[src/rtl/bcd_counter_n.sv]
// bcd_counter_n: N-digit packed-BCD counter with validated load, wrap/saturate and terminal pulse; BCD_DOWN_EN adds dir
module bcd_counter_n #(
  parameter int DIGITS = 3,
  parameter bit WRAP   = 1'b1
) (
  input  logic                  clk,
  input  logic                  rst_n,
  input  logic                  en,
  input  logic                  load,
  input  logic [4*DIGITS-1:0]   load_val,
`ifdef BCD_DOWN_EN
  input  logic                  dir,
`endif
  output logic [4*DIGITS-1:0]   result,
  output logic                  carry,
  output logic                  load_err
);
  logic [4*DIGITS-1:0] result_q, result_d, inc_val, dec_val, step_val;
  logic carry_q, carry_d, err_q, err_d;
  logic load_ok, inc_c, dec_b, down, term;
`ifdef BCD_DOWN_EN
  assign down = dir;
`else
  assign down = 1'b0;
`endif
  // a load is accepted only when every nibble is a legal BCD digit
  always_comb begin
    load_ok = 1'b1;
    for (int i = 0; i < DIGITS; i++)
      if (load_val[4*i+:4] > 4'd9) load_ok = 1'b0;
  end
  // up and down ripple, both resolved in one cycle; leftover carry/borrow marks terminal count
  always_comb begin
    inc_val = result_q;
    dec_val = result_q;
    inc_c   = 1'b1;
    dec_b   = 1'b1;
    for (int i = 0; i < DIGITS; i++) begin
      if (inc_c) begin
        inc_val[4*i+:4] = (result_q[4*i+:4] == 4'd9) ? 4'd0 : result_q[4*i+:4] + 4'd1;
        inc_c = (result_q[4*i+:4] == 4'd9);
      end
      if (dec_b) begin
        dec_val[4*i+:4] = (result_q[4*i+:4] == 4'd0) ? 4'd9 : result_q[4*i+:4] - 4'd1;
        dec_b = (result_q[4*i+:4] == 4'd0);
      end
    end
  end
  // next state: load beats count, count beats hold; saturation freezes the value at terminal
  always_comb begin
    term     = down ? dec_b : inc_c;
    step_val = down ? dec_val : inc_val;
    result_d = load ? (load_ok ? load_val : result_q)
             : en   ? ((term && !WRAP) ? result_q : step_val)
             : result_q;
    carry_d  = !load && en && term;
    err_d    = load && !load_ok;
  end
  // registered outputs with asynchronous clear
  always_ff @(posedge clk or negedge rst_n) begin
    if (!rst_n) begin
      result_q <= '0;
      carry_q  <= 1'b0;
      err_q    <= 1'b0;
    end else begin
      result_q <= result_d;
      carry_q  <= carry_d;
      err_q    <= err_d;
    end
  end
  assign result   = result_q;
  assign carry    = carry_q;
  assign load_err = err_q;
endmodule

[config.mk]
export PLATFORM = sky130hd
export DESIGN_NAME = bcd_counter_n
export DESIGN_NICKNAME = d
export VERILOG_FILES = /design/src/rtl/bcd_counter_n.sv
export SDC_FILE = /design/constraint.sdc
export NUM_CORES = 1
export LEC_CHECK = 0
export BUFFER_PORTS_ARGS = -buffer_cell sky130_fd_sc_hd__buf_2
export CAP_MARGIN = 25
export CORE_MARGIN = 4
export CORE_UTILIZATION = 37
export DETAILED_ROUTE_END_ITERATION = 16
export GPL_TIMING_DRIVEN = 0
export PLACE_DENSITY = 0.66
export SLEW_MARGIN = 40
export SYNTH_ARGS = -nofsm -noshare
export SYNTH_HDL_FRONTEND = slang
export SYNTH_SLANG_ARGS = --single-unit
[constraint.sdc]
create_clock -name clk -period 2.4 [get_ports clk]
set_input_delay 0.48 -clock clk [delete_from_list [all_inputs] [get_ports clk]]
set_output_delay 0.48 -clock clk [all_outputs]
set_load 0.05 [all_outputs]
# Word-level counts from Yosys, hierarchy flattened
# Index checks and enable logic that the tools add are counted.
# totals
register_bits,14
latch_bits,0
mem_bits_rw,0
romBits,0
input_bits,16
output_inout_bits,14
wordCells,39
n_memories,0
# op_classes
add_sub_neg,3
n_mul,0
n_div,0
n_lt_le_gt_ge,3
eq_ne,4
shift,0
muxes,13
n_bitwise,0
n_reduce_logical,11
# ops
cell,count
2-to-1 mux 12 bit,3
2-to-1 mux 4 bit,5
"adder 4 x 1 -> 4 bit, second input constant",3
"equality test 4 bit, second input constant",3
"> comparator 4 bit, second input constant",3
AND reduction 3 bit,2
nonzero test 2 bit,3
2-to-1 mux 1 bit,5
logical AND 1 bit,3
logical NOT 1 bit,2
"inequality test 2 x 1 -> 1 bit, second input constant",1
AND reduction 2 bit,1

# Logic depth before layout (Yosys ltp)
# depth
ltp_word,6
mapped_depth,7
mapped_depth_nobuf,4

# Worst setup path after synthesis
# No wires, ideal clock.
# synth_timing
path_kind,register to register
start,"register result_q[1], in the netlist result[1]"
end,"register result_q[10], in the netlist result[10]"
arrival_ns,1.930
slack_ns,0.348
stages_incl_launch_ff,7
n_path_buf,2
synth_period_minus_slack_ns,2.052
cell_sequence,dfrtp_1 -> nand4bb_4 -> buf_6 -> or3_4 -> buf_6 -> a211o_1 -> o221a_2
# synth_via
elab_chain_len,4
# synth_lines
element,line_no,text
"start, declared",18,"logic [4*DIGITS-1:0] result_q, result_d, inc_val, dec_val, step_val;"
"start signal, assigned",66,result_q <= result_d;
equality test 4 bit,41,inc_c = (result_q[4*i+:4] == 4'd9);
2-to-1 mux 1 bit,39,if (inc_c) begin
nonzero test 2 bit (no line),n/a,
AND reduction 3 bit (no line),n/a,
# No other way between the ends.
# A chain may end at the register's enable or synchronous reset.

# Worst setup path in the final report
# layout_timing
start,input load_val[1]
end,"register result_q[8], in the netlist result[8]"
# layout_via
elab_chain_len,6
# layout_lines
element,line_no,text
"start, declared",10,"input logic [4*DIGITS-1:0] load_val,"
> comparator 4 bit,30,if (load_val[4*i+:4] > 4'd9) load_ok = 1'b0;
2-to-1 mux 1 bit (3 in series),30,
inequality test 2 x 1 -> 1 bit (no line),n/a,
AND reduction 3 bit (no line),n/a,
# No other way between the ends.

==> summary.md <==
| Metric | Value |
|---|---|
| Status | finished clean |
| CP max FO | 9 |
| Starting DRT DRC Count | 49 |
| Core area | 2450 um2 |
| Seq/Total Area, Yosys | 36.8% |
| Detail Placement HPWL | 1.85 mm |
| Yosys reg bits | 14 |
| Worst Path Class, Setup | in -> reg |
| Final Routed Wirelength | 2.39 mm |
| Mapped Avg Cell Area | 8.97 um2 |
| Detailed-route via count | 933 |
| Most frequent cells in the layout | buf_2, dfrtp_1, inv_1, a21oi_1, nand2_1 |
| Top cell type by total area after synthesis | dfrtp_1 |
| Worst-Margin Slew | 0.528 ns |
| Post-synth EDFFs | 0 |
| Slew margin rel. | 64.4% |
| RSZ-0062 raised after global routing | no |
| Final core occ | 46.9% |
| Final Cycle Share | 78.1% |
| DRC errors left | 0 |
| Final nets | 155 |
| Worst slack at placement | 0.260 ns |
| Total Die Area | 3450 um2 |
| Clock Path Buffers | 2 |
| Max Cap Violations | 0 |
| Worst skew pair latency | 0.28 ns |
| Synth Warn # | 0 |
| Area grow syn2layout | 21.1% |
| Yosys cell types | 41 |
| Initial antenna violation count | 0 |
| Clk slew on worst S/H paths | 0.09 ns |
| Routed Antenna Nets | 0 |
| Share of layout cells above drive strength 1 | 29.2% |
| Die height | 58.7 um |
| Synth Net Count | 122 |
| Final setup violation count | 0 |
| First-pass GRT wire length | 4.11 mm |
| Filler cell count | 250 |
| F_max | 534 MHz |
| Synth top area cells | dfrtp_1, a21oi_1, xnor2_1, buf_6, nand3_1 |
| Post-CTS Resized | 0 |
| Final setup margin | 0.526 ns |
| Worst Setup End Kind | register |
| Slew Limit Fails | 0 |
| H-Tree Depth | 1 |
| Postcts setup bufs | 0 |
| Power per cell area | 850 nW/um2 |
| # rows | 18 |
| Worst EP required | 2.60 ns |
| Final hold violations | 0 |
| Cts hold-fix bufs | 0 |
| Tot GR Track Use | 15.6% |
| Port Buffers | 28 |
| Initial Util | 38.7% |
| Vias in the first global route | 922 |
| Top_reg_cell synth | dfrtp_1 |
| Chip width | 58.7 um |
| Hold Crit Class | in -> async |
| Worst IR Drop VDD | 446 uV |
| Syn Std Cell Area | 951 um2 |
| Worst clock skew | 0.00524 ns |
| Setup tns final | 0 ns |
| Num Clock Sinks | 14 |
| Avg WL per Cell | 14.3 um |
| Pleak | 0.000512 uW |
| DR pass1 iterations | 4 |
| Crit start category | input port |
| Num CTS Buffers | 3 |
| Top-area cell type share of the netlist area | 36.8% |
| Data arrival time at the worst-slack endpoint | 2.07 ns |
| Mapped Cells | 106 |
| Grt total ovfl | 0 |
| Commonest non-fill, non-tap cell in the layout | buf_2 |
| Post-synth ARST share | 100% |
| Tmin final | 1.87 ns |
| Final GP Congestion | 0.880 |
| Via density | 5.59 |
| TritonCTS clock tree | done |
| Largest net degree at the start of global routing | 15 |
| Ports | 30 |
| Root Driver | clkbuf_4 |
| N_diodes | 0 |
==> per-layer routing <==
layer / vias up / part of all wire [%] / GRT usage [%]
met2: 25 / 49 / 25.7
li1: 465 / - / -
met4: 0 / 1.2 / 7.44
met5: - / 0 / 0
met3: 4 / 4.1 / 1.97
met1: 439 / 46 / 20.2
==> final timing paths <==
path	from	endpoint	depth (start not counted)	slack [ns]
max in group asynchronous	rst_n	load_err	1	2.07
min	rst_n	result[10]	1	0.08
max reg2reg	result[1]	result[10]	6	0.55
min in group clk	load_val[5]	result[5]	3	0.45
max	load_val[1]	result[8]	5	0.53
min reg2reg	result[9]	carry	1	0.54
==> sequential cells by signal (all words and copies together) (netlist names) <==
signal,count
load_err,1
result,12
carry,1
==> through the flow <==
step | hold slack, ns | area (um2) | total power, uW | instances
global route | 0.0973 | 1150 | 1040 | 167
floorplan | 0.184 | 951 | 727 | 106
detailed placement | 0.398 | 1130 | 847 | 164
global placement | 0.396 | 1130 | 842 | 164
finish | 0.0838 | 1150 | 978 | 167
CTS | 0.0960 | 1150 | 980 | 167
==> area by class of cell <==
| cell class | count | area (um2) | area share [%] |
|---|---|---|---|
| plain buffers | 5 | 41.3 | 3.59 |
| clock buffers | 3 | 22.5 | 1.96 |
| inverters | 8 | 30.0 | 2.61 |
| multi-input cells | 79 | 529 | 46.0 |
| flip-flops and latches | 14 | 350 | 30.4 |
| well taps | 30 | 37.5 | 3.26 |
| repair buffers | 28 | 140 | 12.2 |
==> synth_stat cells, types with 2 or more instances <==
master and count:
o21ai_0 4, nand2_1 7, nor3_1 3, a31oi_1 2, xnor2_1 4, nand2b_1 2, a22oi_1 4, o22ai_1 3
clkbuf_1 2, nor4_1 4, a211oi_1 3, nor2_1 5, a21oi_1 8, nand3_1 6, dfrtp_1 14, inv_1 8
buf_6 3
==> power breakdown <==
part,internal (uW),leakage (uW),switching [uW]
logic,151,0.000329,325
registers,288,0.000169,79.8
clock network,58.2,0.0000138,76.5
total,497,0.000512,482
==> cells by family after synthesis <==
| logic type | after synthesis | synth area share [%] |
|---|---|---|
| AOI/OAI and AO/OA | 34 | 24.7 |
| buffers and inverters | 13 | 7.50 |
| xor gates and xnor gates | 5 | 4.61 |
| DFF | 14 | 36.8 |
| and+or+nand+nor | 39 | 25.3 |
| muxes | 1 | 1.05 |
==> worst max-delay path, stage by stage <==
cell	delay, ns
buf_2	0.10
o21ai_0	0.44
nand4_1	0.51
and2_4	0.32
a211oi_2	0.21
No activity file was read; power rests on OpenSTA's default activity.
